## config.mk

```make
export PLATFORM = sky130hd
export DESIGN_NAME = fft_stage_sequencer
export DESIGN_NICKNAME = d
export VERILOG_FILES = /design/src/rtl/fft_stage_sequencer.sv
export SDC_FILE = /design/constraint.sdc
export NUM_CORES = 1
export LEC_CHECK = 0
export ABC_AREA = 0
export CAP_MARGIN = 0
export CELL_PAD_IN_SITES_DETAIL_PLACEMENT = 0
export CELL_PAD_IN_SITES_GLOBAL_PLACEMENT = 2
export CORE_MARGIN = 10
export CORE_UTILIZATION = 31
export CTS_BUF_LIST = sky130_fd_sc_hd__clkbuf_2
export CTS_CLUSTER_SIZE = 24
export DETAILED_ROUTE_END_ITERATION = 8
export HOLD_SLACK_MARGIN = 0.15
export PLACE_DENSITY_LB_ADDON = 0.1
export SLEW_MARGIN = 20
export SYNTH_ARGS = -nofsm -noshare
export SYNTH_HDL_FRONTEND = slang
export SYNTH_SLANG_ARGS = --single-unit
```

## constraint.sdc

```tcl
create_clock -name clk -period 4.2 [get_ports clk]
set_clock_uncertainty 0.15 [all_clocks]
set_input_delay 1.26 -clock clk [delete_from_list [all_inputs] [get_ports clk]]
set_output_delay 1.26 -clock clk [all_outputs]
set_load 0.02 [all_outputs]
```

## src/rtl/fft_stage_sequencer.sv

```systemverilog
// fft_stage_sequencer
//   Control sequencer for an 8-point radix-2 FFT/IFFT datapath. Each accepted start
//   runs one frame: an input load strobe, then butterfly stages 1..3. Each stage gets
//   a single-cycle enable, and the sequencer waits for that stage's ready. The frame
//   ends with a done pulse. The block also latches the FFT/IFFT mode, counts completed
//   frames and keeps a sticky overrun flag.
//
//   Optional feature macro: FFT_TIMEOUT_EN
//     When this macro is defined, a per-stage watchdog moves the FSM to ERR if a stage
//     stays silent for TIMEOUT cycles. When it is undefined, ERR is unreachable and
//     err_o is tied low.
//
//   Every output is decoded from registered state, so no input reaches an output
//   combinationally.

module fft_stage_sequencer #(
  parameter int unsigned FRAME_W = 32'd8,
  parameter int unsigned TO_W    = 32'd5,
  parameter int unsigned TIMEOUT = 32'd16
) (
  input  logic               clk,
  input  logic               rst_n,
  input  logic               start_i,
  input  logic               mode_i,
  input  logic               abort_i,
  input  logic [2:0]         stage_ready_i,
  output logic               load_en_o,
  output logic [2:0]         stage_en_o,
  output logic [1:0]         stage_o,
  output logic               mode_o,
  output logic               busy_o,
  output logic               done_o,
  output logic [FRAME_W-1:0] frame_cnt_o,
  output logic               ovr_o,
  output logic               err_o
);

  typedef enum logic [2:0] {
    ST_IDLE = 3'd0,
    ST_LOAD = 3'd1,
    ST_S1   = 3'd2,
    ST_S2   = 3'd3,
    ST_S3   = 3'd4,
    ST_DONE = 3'd5,
    ST_ERR  = 3'd6
  } state_t;

  state_t               state_q, state_d;
  logic                 first_q, first_d;     // high in the entry cycle of S1/S2/S3
  logic                 mode_q, mode_d;
  logic [FRAME_W-1:0]   frame_cnt_q, frame_cnt_d;
  logic                 ovr_q, ovr_d;
  logic                 err_q, err_d;

  logic                 in_stage_s;           // FSM is in S1, S2 or S3
  logic                 ready_s;              // ready of the stage currently running
  logic                 timeout_s;            // watchdog expired in the current stage
  logic                 accept_s;             // a start is accepted this cycle

  // Select the ready bit of the active stage
  always_comb begin
    in_stage_s = 1'b0;
    ready_s    = 1'b0;
    case (state_q)
      ST_S1:   begin in_stage_s = 1'b1; ready_s = stage_ready_i[0]; end
      ST_S2:   begin in_stage_s = 1'b1; ready_s = stage_ready_i[1]; end
      ST_S3:   begin in_stage_s = 1'b1; ready_s = stage_ready_i[2]; end
      default: begin in_stage_s = 1'b0; ready_s = 1'b0; end
    endcase
  end

`ifdef FFT_TIMEOUT_EN
  logic [TO_W-1:0] wd_q, wd_d;

  assign timeout_s = in_stage_s && (wd_q == TO_W'(TIMEOUT - 32'd1));

  // Watchdog: cleared on every state change, counts each cycle spent inside a stage
  always_comb begin
    wd_d = wd_q;
    if (state_d != state_q) begin
      wd_d = {TO_W{1'b0}};
    end else if (in_stage_s) begin
      wd_d = wd_q + {{(TO_W-1){1'b0}}, 1'b1};
    end else begin
      wd_d = {TO_W{1'b0}};
    end
  end

  // Watchdog register
  always_ff @(posedge clk or negedge rst_n) begin
    if (!rst_n) begin
      wd_q <= {TO_W{1'b0}};
    end else begin
      wd_q <= wd_d;
    end
  end
`else
  logic cfg_unused_s;

  assign timeout_s    = 1'b0;
  assign cfg_unused_s = (TO_W == 32'd0) ^ (TIMEOUT == 32'd0);
`endif

  // Next-state logic: abort beats everything, ready beats the watchdog, stale ready ignored
  always_comb begin
    state_d = state_q;
    if (abort_i && (state_q != ST_IDLE)) begin
      state_d = ST_IDLE;
    end else begin
      case (state_q)
        ST_IDLE: state_d = start_i ? ST_LOAD : ST_IDLE;
        ST_LOAD: state_d = ST_S1;
        ST_S1:   state_d = (!first_q && ready_s) ? ST_S2   : (timeout_s ? ST_ERR : ST_S1);
        ST_S2:   state_d = (!first_q && ready_s) ? ST_S3   : (timeout_s ? ST_ERR : ST_S2);
        ST_S3:   state_d = (!first_q && ready_s) ? ST_DONE : (timeout_s ? ST_ERR : ST_S3);
        ST_DONE: state_d = start_i ? ST_LOAD : ST_IDLE;
        ST_ERR:  state_d = start_i ? ST_LOAD : ST_ERR;
        default: state_d = ST_IDLE;
      endcase
    end
  end

  // Frame bookkeeping: entry flag, latched mode, frame counter and sticky flags
  always_comb begin
    accept_s    = (state_d == ST_LOAD) && (state_q inside {ST_IDLE, ST_DONE, ST_ERR});
    first_d     = (state_d inside {ST_S1, ST_S2, ST_S3}) && (state_d != state_q);
    mode_d      = accept_s ? mode_i : mode_q;
    frame_cnt_d = frame_cnt_q;
    if ((state_d == ST_DONE) && (state_q != ST_DONE)) begin
      frame_cnt_d = frame_cnt_q + {{(FRAME_W-1){1'b0}}, 1'b1};
    end else begin
      frame_cnt_d = frame_cnt_q;
    end
    ovr_d = ovr_q;
    if (accept_s) begin
      ovr_d = 1'b0;
    end else if (start_i && !abort_i && (state_q inside {ST_LOAD, ST_S1, ST_S2, ST_S3})) begin
      ovr_d = 1'b1;
    end else begin
      ovr_d = ovr_q;
    end
    err_d = err_q;
    if (accept_s) begin
      err_d = 1'b0;
    end else if ((state_q == ST_ERR) && abort_i) begin
      err_d = 1'b0;
    end else if ((state_d == ST_ERR) && (state_q != ST_ERR)) begin
      err_d = 1'b1;
    end else begin
      err_d = err_q;
    end
  end

  // State and bookkeeping registers
  always_ff @(posedge clk or negedge rst_n) begin
    if (!rst_n) begin
      state_q     <= ST_IDLE;
      first_q     <= 1'b0;
      mode_q      <= 1'b0;
      frame_cnt_q <= {FRAME_W{1'b0}};
      ovr_q       <= 1'b0;
      err_q       <= 1'b0;
    end else begin
      state_q     <= state_d;
      first_q     <= first_d;
      mode_q      <= mode_d;
      frame_cnt_q <= frame_cnt_d;
      ovr_q       <= ovr_d;
      err_q       <= err_d;
    end
  end

  // Output decode from registered state; stage enables only in a stage's entry cycle
  always_comb begin
    load_en_o  = 1'b0;
    stage_en_o = 3'b000;
    stage_o    = 2'd0;
    busy_o     = 1'b0;
    done_o     = 1'b0;
    case (state_q)
      ST_IDLE: busy_o = 1'b0;
      ST_LOAD: begin load_en_o = 1'b1; busy_o = 1'b1; end
      ST_S1:   begin stage_en_o = {2'b00, first_q};        stage_o = 2'd1; busy_o = 1'b1; end
      ST_S2:   begin stage_en_o = {1'b0, first_q, 1'b0};   stage_o = 2'd2; busy_o = 1'b1; end
      ST_S3:   begin stage_en_o = {first_q, 2'b00};        stage_o = 2'd3; busy_o = 1'b1; end
      ST_DONE: begin done_o = 1'b1; busy_o = 1'b1; end
      ST_ERR:  busy_o = 1'b0;
      default: busy_o = 1'b0;
    endcase
  end

  assign mode_o      = mode_q;
  assign frame_cnt_o = frame_cnt_q;
  assign ovr_o       = ovr_q;
  assign err_o       = err_q;

endmodule
```

[Word level (Yosys, flattened, before mapping)]
Index checks and enable logic that the tools add are counted.
Storage, ports and cells
  register bits: 15
  bits of input ports: 8
Operators by class
  add/sub/neg operators: 1
  mux-type cells: 18
  equal/unequal tests: 15
  reduce and logical (&&, ||, !) cells: 20
Operators by type and width (count)
  $eq 3x3->1 const B: 6
  $pmux 3 s6: 1
  $eq 3x2->1 const B: 4
  $reduce_bool 3->1: 4
  $mux 1: 11
  $logic_and 1x1->1: 9
  $mux 3: 3
  $pmux 3 s3: 1
  $add 8x1->8 const B: 1
  $eq 3x1->1 const B: 2
  $ne 3x3->1 const B: 2
  $pmux 2 s3: 1
  $reduce_or 5->1: 1
  $reduce_bool 4->1: 1
  $logic_not 3->1: 1
  $ne 3x3->1: 1
  $pmux 1 s3: 1
  $logic_not 1->1: 2
  $reduce_bool 2->1: 1
  $reduce_or 2->1: 1

[Depth between registers and ports, before layout]
  depth in word-level cells: 11
  depth in mapped cells: 7

[Worst setup path after synthesis]
No wires, ideal clock.
  path type: register to output
  start: reg state_q[0]
  end: out stage_en_o[0]
  arrival time: 1.399 ns
  path buffers: 2
  stages on the path, launching flop included: 5
  slack: 1.391 ns
  cell sequence: dfrtp_1 -> buf_2 -> clkbuf_1 -> nand2b_1 -> nor3b_1
On the way
  longest elaborated chain between the ends: 2
  elaborated cells on any way between the ends: 4
  those cells by class: eq/ne (3); mux (1)
RTL lines
  from (decl): line 48  | state_t state_q, state_d;
  from (signal assigned): line 164  | state_q <= state_d;
  $eq 3x3->1 or $eq 3x2->1 (tied branches): line 180  | case (state_q)
  $pmux 3 s3 *: line 180
  to (decl): line 28  | output logic [2:0] stage_en_o,
Every way passes the cells marked *; elsewhere a longest branch is shown, timed or not.

[Final worst setup path]
  start: reg state_q[2]
  end: out stage_o[1]
On the way
  longest elaborated chain between the ends: 2
  elaborated cells on any way between the ends: 4
  those cells by class: eq/ne (3); mux (1)
RTL lines
  $eq 3x3->1 or $eq 3x2->1 (tied branches): line 180
  $pmux 2 s3 *: line 180
  to (decl): line 29  | output logic [1:0] stage_o,
Marked as above.

==> impl_metrics.tcl <==
set metrics [dict create \
    cts.path.max_buffers 2 \
    netSwitchingPower_uw 275.6 \
    sw_frac_of_total 0.4359 \
    synth_commonest_cells "dfrtp_1 (15), nand2_1 (9), nor2_1 (8)" \
    final_antenna_net_count 0 \
    place_ws_ps 650.2 \
    synth_top_family_by_area "simple AND/OR/NAND/NOR gates" \
    ys_seq_area_frac 0.4060 \
    hold_path_depth 1 \
    synth_most_common_cell "dfrtp_1" \
    worst_slew_pin_slew_ps 704.8 \
    gp_congestion 0.7159 \
    seqPwrFrac 0.388 \
    hold_buffers 0 \
    synth_xor_area_frac 0.09472 \
    coreArea_sq_um 2805 \
    areaGrowthSynthToFinish_pct 29.91 \
    insertedDiodeCount 0 \
    worst_r2r_path_depth 5 \
    nFillCells 299 \
    crit_path_start "state_q[2]" \
    internal-power_uw 356.7 \
    synth_cells 100 \
    synthSimpleGateAreaFrac 0.2679 \
    post_cts_buffers 0 \
    rsz0062_at_grt "false" \
    clockPowerShare 0.113 \
    setup_viol 0 \
    arrival_ps 2170 \
    r2r-start "state_q[2]" \
    synth_nets 109 \
    hold_end "frame_cnt_o[7]" \
    synth_area_per_cell_sq_um 9.246 \
    rows 19 \
    p_total_uw 632.2 \
    tritoncts "yes" \
    ir_drop_v 0.0002010 \
    drv_slew 0 \
    via_per_inst 5.065 \
    worstSetupPathType "reg -> out" \
    nets 132 \
    clk_latency_ps 280 \
    synthAdderAreaFrac 0.01353 \
    crit_path_end_kind "output port" \
    grt_start_max_net_pins 20 \
    period_share 0.8530 \
    synth_edf_count 0 \
    io_pins 27 \
    drt-total-wl_mm 2.343 \
    tns_ps 0 \
    hold_viol_final 0 \
    antenna_found_initial 0 \
    required_ps 2790 \
    crit_path_max_fanout 19 \
    ys_async_sr_fraction 1.000 \
    synth.distinct_cells 39 \
    clk_pin_slew_ps 140 \
    htree_levels 1 \
    regToRegSetupSlack_ps 1560 \
    setup_ws_ps 617.5 \
    max_cap_viol_count 0 \
    synth_top_area_share 0.4060 \
    synth_compound_area_frac 0.1204 \
    grt_pass1_vias 844 \
    die_h_um 74.62 \
    netlist_area_sq_um 924.6 \
    grtUsageTotal 0.09263 \
    combPwrFrac 0.500 \
    post-route-min-period_ps 3582 \
    dr_total_vias 775 \
    die_width_um 74.62 \
    post_cts_resized 0 \
    max_freq_mhz 279.1 \
    r2r_end "mode_o" \
    avgRoutedWirePerCell_um 15.31 \
    drtIter0Drc 32 \
    initial_core_util 0.3296 \
    drive_gt1_frac 0.09016 \
    muxShareOfSynthArea 0.03924 \
    synthTopCellsByArea "dfrtp_1 (41%), xor2_1 (6.6%), nand2_1 (3.7%), nor4_1 (3.4%), nor2_1 (3.2%)" \
    drt-pass1-iter-count 4 \
    setup.worst_path.start_class "register" \
    yosys_warnings 0 \
    portBuffers 26 \
    finish.utilization 0.4282 \
    synthFlopType "dfrtp_1" \
    grt.overflow.total 0 \
    ys_seq_elements 15 \
    drc 0 \
    grt_pass1_wl_mm 4.029 \
    hold_class "reg -> reg" \
    relSlewSlack 0.5302 \
    cts_buffers 3 \
    place_hpwl_mm 1.784 \
    hold_path_startpoint "frame_cnt_o[7]" \
    cellPowerDensity_nw_per_um2 526.4 \
    synth_top_cell_by_area "dfrtp_1" \
    dieArea_sq_um 5567 \
    clock_sinks 15 \
    status "completed" \
    leakagePower_uw 0.0005344 \
    clockRootBuffer "clkbuf_2" \
]
[stage by stage]
step / hold slack [ps] / cells / cell area, sq um
final: 329.5 / 153 / 1201
after global routing: 374.3 / 153 / 1201
after CTS: 337.2 / 153 / 1201
after detailed placement: 318.7 / 149 / 1181
after global placement: 308.6 / 149 / 1181
after floorplan: 427.7 / 100 / 924.6
[logic make-up (layout without fill, tap and decap cells)]
logic type,count (synthesis),after routing
flops,15,15
compound gates,15,15
fa+ha+maj,1,1
simple gates,45,45
mux,3,3
xor+xnor,10,10
buf+inv,11,33
[cells in the final DEF, fill, tap and decap left out, types with 3 or more instances in the layout]
master | netlist | layout
clkdlybuf4s50_1 | 0 | 26
dfrtp_1 | 15 | 15
nand2_1 | 9 | 9
nor2_1 | 8 | 8
xor2_1 | 7 | 7
nor4_1 | 5 | 5
a21oi_1 | 4 | 4
clkbuf_2 | 0 | 4
inv_1 | 3 | 3
xnor2_1 | 3 | 3
o21ai_0 | 3 | 3
nor3_1 | 3 | 3
nand3_1 | 3 | 3
[worst max-delay path by stage]
| stage | to | slack (ps) | cells after the start |
|---|---|---|---|
| final | stage_o[1] | 620 | 4 |
| after global routing | stage_o[1] | 460 | 4 |
| after CTS | stage_o[1] | 580 | 4 |
| after detailed placement | frame_cnt_o[1] | 650 | 6 |
| after global placement | frame_cnt_o[1] | 710 | 6 |
| after floorplan | stage_en_o[0] | 1390 | 4 |
[area by class of cell]
type	instances	area [sq um]	share of cell area
clock buffer	4	20.02	0.01667
inverter	3	11.26	0.009375
multi-input combinational	74	495.5	0.4125
sequential	15	375.4	0.3125
tap	31	38.79	0.03229
timing repair buffer	26	260.3	0.2167
[sequential cells by signal, indices dropped and copies added (netlist names)]
| register | count |
|---|---|
| err_o | 1 |
| first_q | 1 |
| frame_cnt_o | 8 |
| mode_o | 1 |
| ovr_o | 1 |
| state_q | 3 |
[power groups by stage]
stage | Sequential [uW] | Clock (uW) | Combinational [uW]
5_1_grt | 256 | 82.1 | 344
6_report | 245 | 71.3 | 316
2_1_floorplan | 227 | 0 | 221
3_3_place_gp | 248 | 0 | 318
3_5_place_dp | 248 | 0 | 318
4_1_cts | 246 | 74.9 | 320
[layer usage]
layer  up-vias  part of all wire  GRT usage
met5         -                 0          0
met4         0            0.0043    0.02521
met3         2             0.087    0.04993
met2        17              0.41     0.1287
met1       363              0.50     0.1210
li1        393                 -          -
[worst max-delay path: stages (launching register included)]
cell             delay, ps
dfrtp_1                620
nand2b_1               280
or2_2                  320
nand2_1                 70
clkdlybuf4s50_1        600
(Power assumes the default switching activity.)
